### src/rtl/toast_uart_tx_mmio.sv
// Memory-mapped 8N1 UART transmitter with a TX FIFO.
// The register window sits on the core data-memory port. Read data and the
// hit flag are registered, so they line up with the synchronous data RAM.
module toast_uart_tx_mmio #(
    parameter logic [31:0] BASE_ADDR  = 32'h8000_0000,
    parameter int unsigned FIFO_DEPTH = 8,
    parameter logic [15:0] DIV_RESET  = 16'd868
) (
    input  logic        clk_i,
    input  logic        rst_i,
    input  logic [31:0] addr_i,
    input  logic [3:0]  wr_byte_en_i,
    input  logic [31:0] wr_data_i,
    output logic [31:0] rd_data_o,
    output logic        hit_o,
    output logic        uart_tx_o
);

    localparam int unsigned PtrW = (FIFO_DEPTH > 1) ? $clog2(FIFO_DEPTH) : 1;
    localparam int unsigned CntW = PtrW + 1;
    localparam logic [CntW-1:0] FullCount = CntW'(FIFO_DEPTH);

    localparam logic [1:0] OffTxData = 2'd0;
    localparam logic [1:0] OffStatus = 2'd1;
    localparam logic [1:0] OffDiv    = 2'd2;

    typedef enum logic [1:0] {StIdle, StStart, StData, StStop} state_e;

    // Register window decode
    logic       win_hit;
    logic [1:0] offset;
    logic       wr_en;
    logic       push_req;
    logic       push;
    logic       pop;
    logic       ovf_set;
    logic       ovf_clr;
    logic       fifo_full;
    logic       fifo_empty;

    // FIFO state
    logic [7:0]      mem_q [FIFO_DEPTH];
    logic [PtrW-1:0] wptr_q;
    logic [PtrW-1:0] rptr_q;
    logic [CntW-1:0] count_q;

    // Control registers and read port
    logic        ovf_q;
    logic [15:0] div_q;
    logic [15:0] eff_period;
    logic [31:0] status_word;
    logic [31:0] rd_data_d;
    logic [31:0] rd_data_q;
    logic        hit_q;

    // TX engine
    state_e      state_q;
    state_e      state_d;
    logic [7:0]  shift_q;
    logic [7:0]  shift_d;
    logic [15:0] period_q;
    logic [15:0] period_d;
    logic [15:0] baud_cnt_q;
    logic [15:0] baud_cnt_d;
    logic [2:0]  bit_idx_q;
    logic [2:0]  bit_idx_d;
    logic        tx_q;
    logic        tx_d;
    logic        bit_done;
    logic        busy;

    // Bits of the bus that this block never looks at
    logic unused_bus;
    assign unused_bus = ^{addr_i[1:0], wr_data_i[31:16], wr_byte_en_i[3:2]};

    assign win_hit  = (addr_i[31:4] == BASE_ADDR[31:4]);
    assign offset   = addr_i[3:2];
    assign wr_en    = |wr_byte_en_i;

    assign fifo_full  = (count_q == FullCount);
    assign fifo_empty = (count_q == '0);

    // Fullness is judged on the registered count, so a same-cycle pop never
    // makes room for a push.
    assign push_req = win_hit && wr_en && (offset == OffTxData) && wr_byte_en_i[0];
    assign push     = push_req && !fifo_full;
    assign ovf_set  = push_req && fifo_full;
    assign ovf_clr  = win_hit && wr_en && (offset == OffStatus) && wr_byte_en_i[0]
                      && wr_data_i[3];

    assign bit_done   = (baud_cnt_q == '0);
    assign busy       = (state_q != StIdle);
    assign eff_period = (div_q < 16'd2) ? 16'd2 : div_q;

    assign status_word = {16'b0, 8'(count_q), 4'b0, ovf_q, busy, fifo_empty, fifo_full};

    // FIFO storage, no reset needed since entries are only read when counted
    always_ff @(posedge clk_i) begin
        if (push) begin
            mem_q[wptr_q] <= wr_data_i[7:0];
        end
    end

    // FIFO pointers and occupancy
    always_ff @(posedge clk_i) begin
        if (rst_i) begin
            wptr_q  <= '0;
            rptr_q  <= '0;
            count_q <= '0;
        end else begin
            if (push) begin
                wptr_q <= wptr_q + 1'b1;
            end
            if (pop) begin
                rptr_q <= rptr_q + 1'b1;
            end
            unique case ({push, pop})
                2'b10:   count_q <= count_q + 1'b1;
                2'b01:   count_q <= count_q - 1'b1;
                default: count_q <= count_q;
            endcase
        end
    end

    // Sticky overflow flag and divisor register
    always_ff @(posedge clk_i) begin
        if (rst_i) begin
            ovf_q <= 1'b0;
            div_q <= DIV_RESET;
        end else begin
            if (ovf_set) begin
                ovf_q <= 1'b1;
            end else if (ovf_clr) begin
                ovf_q <= 1'b0;
            end
            if (win_hit && (offset == OffDiv)) begin
                if (wr_byte_en_i[0]) begin
                    div_q[7:0] <= wr_data_i[7:0];
                end
                if (wr_byte_en_i[1]) begin
                    div_q[15:8] <= wr_data_i[15:8];
                end
            end
        end
    end

    // Read mux from pre-write register state
    always_comb begin
        rd_data_d = '0;
        if (win_hit) begin
            unique case (offset)
                OffStatus: rd_data_d = status_word;
                OffDiv:    rd_data_d = {16'b0, div_q};
                default:   rd_data_d = '0;
            endcase
        end
    end

    // Registered read port, one cycle behind the address
    always_ff @(posedge clk_i) begin
        if (rst_i) begin
            rd_data_q <= '0;
            hit_q     <= 1'b0;
        end else begin
            rd_data_q <= rd_data_d;
            hit_q     <= win_hit;
        end
    end

    // TX FSM state register
    always_ff @(posedge clk_i) begin
        if (rst_i) begin
            state_q <= StIdle;
        end else begin
            state_q <= state_d;
        end
    end

    // TX FSM next-state logic
    always_comb begin
        state_d = state_q;
        unique case (state_q)
            StIdle: begin
                if (!fifo_empty) begin
                    state_d = StStart;
                end
            end
            StStart: begin
                if (bit_done) begin
                    state_d = StData;
                end
            end
            StData: begin
                if (bit_done && (bit_idx_q == 3'd7)) begin
                    state_d = StStop;
                end
            end
            StStop: begin
                if (bit_done) begin
                    state_d = fifo_empty ? StIdle : StStart;
                end
            end
            default: state_d = StIdle;
        endcase
    end

    // TX FSM outputs: pop strobe and next values of the serialiser datapath
    always_comb begin
        pop        = 1'b0;
        shift_d    = shift_q;
        period_d   = period_q;
        baud_cnt_d = baud_cnt_q;
        bit_idx_d  = bit_idx_q;
        tx_d       = tx_q;
        unique case (state_q)
            StIdle: begin
                tx_d = 1'b1;
                if (!fifo_empty) begin
                    pop = 1'b1;
                end
            end
            StStart: begin
                if (bit_done) begin
                    baud_cnt_d = period_q - 16'd1;
                    tx_d       = shift_q[0];
                end else begin
                    baud_cnt_d = baud_cnt_q - 16'd1;
                end
            end
            StData: begin
                if (bit_done) begin
                    baud_cnt_d = period_q - 16'd1;
                    if (bit_idx_q == 3'd7) begin
                        tx_d = 1'b1;
                    end else begin
                        shift_d   = {1'b0, shift_q[7:1]};
                        tx_d      = shift_q[1];
                        bit_idx_d = bit_idx_q + 3'd1;
                    end
                end else begin
                    baud_cnt_d = baud_cnt_q - 16'd1;
                end
            end
            StStop: begin
                if (bit_done) begin
                    tx_d = 1'b1;
                    // Chain straight into the next frame with no idle gap
                    if (!fifo_empty) begin
                        pop = 1'b1;
                    end
                end else begin
                    baud_cnt_d = baud_cnt_q - 16'd1;
                end
            end
            default: tx_d = 1'b1;
        endcase
        // Frame load: the period is latched here so DIV writes only hit later frames
        if (pop) begin
            shift_d    = mem_q[rptr_q];
            period_d   = eff_period;
            baud_cnt_d = eff_period - 16'd1;
            bit_idx_d  = 3'd0;
            tx_d       = 1'b0;
        end
    end

    // Serialiser datapath registers; the line is driven straight from tx_q
    always_ff @(posedge clk_i) begin
        if (rst_i) begin
            shift_q    <= '0;
            period_q   <= 16'd2;
            baud_cnt_q <= '0;
            bit_idx_q  <= '0;
            tx_q       <= 1'b1;
        end else begin
            shift_q    <= shift_d;
            period_q   <= period_d;
            baud_cnt_q <= baud_cnt_d;
            bit_idx_q  <= bit_idx_d;
            tx_q       <= tx_d;
        end
    end

    assign rd_data_o = rd_data_q;
    assign hit_o     = hit_q;
    assign uart_tx_o = tx_q;

endmodule

### config.mk
export PLATFORM = sky130hd
export DESIGN_NAME = toast_uart_tx_mmio
export DESIGN_NICKNAME = d
export VERILOG_FILES = /design/src/rtl/toast_uart_tx_mmio.sv
export SDC_FILE = /design/constraint.sdc
export NUM_CORES = 1
export LEC_CHECK = 0
export CORE_MARGIN = 3
export CORE_UTILIZATION = 60
export CTS_BUF_LIST = sky130_fd_sc_hd__clkbuf_8
export DETAILED_ROUTE_END_ITERATION = 8
export DONT_BUFFER_PORTS = 1
export PLACE_DENSITY_LB_ADDON = 0.15
export RECOVER_POWER = 50
export SYNTH_ARGS = -nofsm -noshare
export SYNTH_HDL_FRONTEND = slang
export SYNTH_SLANG_ARGS = --single-unit
### constraint.sdc
create_clock -name clk_i -period 9.1 [get_ports clk_i]
set_input_delay 1.82 -clock clk_i [delete_from_list [all_inputs] [get_ports clk_i]]
set_output_delay 1.82 -clock clk_i [all_outputs]
set_load 0.02 [all_outputs]
==> metrics <==
setup tns final 0 ns; Total Routing Usage GR about a quarter; Switching Share about two fifths; Pleak between 0.002 and 0.003 µW; Final period util between 50 and 60%; Slew @ Worst Pin roughly 2.2 ns; layout cells sized above 1 between 9 and 10%; clk sinks between 150 and 200; CTS Hold Buffers Added 0; Root Driver clkbuf_8; Sw Pwr between 700 and 800 µW; total power between 1500 and 2000 µW; initial DRC count between 500 and 600; # fillers around 940; Post-synth EDFFs 64; crit path time final 5.15 ns; pin count of the biggest net entering global routing a little under 80; post-CTS setup buffers 0; largest family of logic cells by synthesized area simple AND/OR/NAND/NOR gates; initial core utilization roughly three fifths; wire per inst between 15 and 20 µm; TritonCTS clock tree yes; post-synthesis xor/xnor area fraction between 2 and 3%; register area share after synthesis 50.8%; Synth async-reset ratio 0%; Cell variety after synth 68; Worst Path Arrival between 5 and 6 ns; Top FF cell, synth dfxtp_1; Die W about 120 µm; DRC viols 0; WP data required ~9.5 ns; post-route ant nets 0; Crit Path Max Fanout between 40 and 50; Synth area leader edfxtp_1; gr ovfl total 0; Register-to-Register Path Depth 13; Internal approximately 1200 µW; Max Fclk around 0.19 GHz; VDD IR-drop max roughly 270 µV; Hold EP period_q[15]; post-synthesis mux area share between 8 and 9%; DRT Pass-1 Iters 5; RSZ-0062 raised after global routing false; Compound-Gate Fraction of Synth Area 13.1%; IO Port Bufs 0; Setup Skew around 0.007 ns; CP endpoint kind flip-flop; Worst R2R End count_q[3]; Clk pwr share about 25%; GP Congestion just under 0.9; post-synthesis simple-gate area fraction between 15 and 20%; Synth Cell Area ~7400 µm²; via/cell ratio ~6; Synth top area share approximately 26%; max-slew violation count 48; CTS HTree Levels 4; antenna violations before repair 0; critical path launch point type flip-flop; status finished with violations; synth top area cells edfxtp_1, dfxtp_1, mux4_2; sequential group share of total power between 40% and 50%; Finish-stage setup viols 0; diode count 0; final hold violations 0; final layout net count just under 800; Hold Path Origin period_q[15]; core area 12100 µm²; Max-Cap Viols 1; I/O pins around 100; PD cells between 200 and 250 nW/µm²; Worst R2R Setup Slack between 3 and 4 ns; beginning of the worst register-to-register path state_q[0]; Num CTS Buffers 17; pre-CTS setup slack 4.15 ns; Synth-to-Final Area Change 5.21%; Clock transition at path regs around 0.090 ns; vias in the first global route roughly 5100; # rows 40; Routed WL between 15000 and 20000 µm; Cells after Synth between 700 and 800; Die ar. around 14000 µm²; Synth Area in Adders under 10%; failing checks capacitance limit, slew limit; Slew HR -44.5%; Worst Hold Class flip-flop to flip-flop; Die H approximately 120 µm; via count 5353; first-pass GRT wire length around 26000 µm; Yosys warnings 0; Post-CTS Resized 0; critical path class flip-flop to flip-flop; combinational fraction of design power 33.5%; post-detail-place hpwl 11200 µm; hold-critical path depth 2; Seq cells post-synth 157; deepest clock path buffer count 2; Worst Setup Slack, final 3.95 ns; placed instance area 7470 µm²; fin area approximately 8000 µm²; Clock Latency Late Sink around 0.45 ns; Avg Inst Size Synth 10.5 µm²
## final cells by class
class,count,area [µm²],area share (%)
Clock buffer,17,234,2.99
Timing Repair Buffer,7,48.8,0.623
Clock inverter,15,135,1.73
Tap cell,168,210,2.68
Inverter,20,75.1,0.959
Multi-Input combinational cell,495,3340,42.7
Sequential cell,157,3780,48.3
## layer usage
metal / up-vias / share of wire [%] / global-route usage [%]
met4: 0 / 1.2 / 8.28
met5: - / 0 / 0
met1: 2557 / 45 / 32.2
met2: 206 / 47 / 37.4
li1: 2572 / - / -
met3: 18 / 7.0 / 5.69
## Yosys cell counts, types with 4 or more instances
library cell,count
a211o_1,5
a211oi_1,17
a21o_1,4
a21oi_1,40
a22oi_1,7
a311oi_1,6
and3_1,13
buf_2,9
buf_4,17
clkbuf_1,24
dfxtp_1,93
edfxtp_1,64
ha_1,17
inv_1,20
mux2i_1,24
mux4_2,16
nand2_1,67
nand2b_1,4
nand3_1,7
nand4_1,5
nor2_1,72
nor2b_1,13
nor3_1,22
nor4_1,19
o21ai_0,21
o22ai_1,4
o31ai_1,4
o32ai_1,4
o41ai_1,4
or3_1,10
or4_1,5
xnor2_1,10
xor2_1,13
## sequential cells by signal (all words and copies together) (netlist names), named ones only
signal      flops
mem_q          64
rd_data_o      16
wptr_q          3
state_q         2
shift_q         8
baud_cnt_q     16
period_q       16
rptr_q          3
hit_o           1
count_q         4
bit_idx_q       3
ovf_q           1
uart_tx_o       1
div_q          16
## through the flow
step	hold WS (ns)	util, %	instances
floorplan	0.448	-	727
global placement	0.452	61.9	847
detailed placement	0.457	61.9	847
CTS	0.469	65.0	879
global route	0.480	64.9	879
finish	0.470	64.9	879
## power groups by stage
stage               combinational [µW]  sequential [µW]  clock (µW)
global placement                   612              792           0
global route                       690              781         510
finish                             631              778         473
CTS                                627              777         482
floorplan                          553              785           0
detailed placement                 625              793           0
## critical path, cell delays in order, from the launching register on
cell      delay (ns)
dfxtp_1         0.41
ha_1            0.66
or4b_2          0.64
nor4_1          0.68
o21ai_2         0.07
clkbuf_1        0.84
inv_1           0.35
ha_1            0.25
ha_1            0.25
a21o_1          0.18
a21oi_1         0.19
xnor2_1         0.09
or3_1           0.30
a21oi_1         0.14
## cell usage in the layout, fill, tap and decap left out, types with 19 or more instances in the layout
master    synthesis  layout
nor2_1           72      72
a21oi_1          40      40
dfxtp_1          93      93
nor3_1           22      22
mux2i_1          24      24
edfxtp_1         64      64
nand2_1          67      67
o21ai_0          21      20
inv_1            20      20
nor4_1           19      19
## how the worst max path moves through the flow
stage,start,endpoint,depth (start not counted)
floorplan,addr_i[13],count_q[3],11
global placement,addr_i[13],count_q[3],11
detailed placement,addr_i[14],count_q[3],11
CTS,addr_i[14],count_q[3],11
global route,state_q[1],count_q[3],13
finish,state_q[0],count_q[3],13
## logic make-up after synthesis
family | count (synthesis)
AND/OR/NAND/NOR | 254
buffers and inverters | 75
flip-flops | 157
adder cells (fa/ha/maj) | 18
multiplexers | 42
XOR/XNOR | 23
AO/OA/AOI/OAI | 142
other | 1
Power figures use the tool's default switching activity.
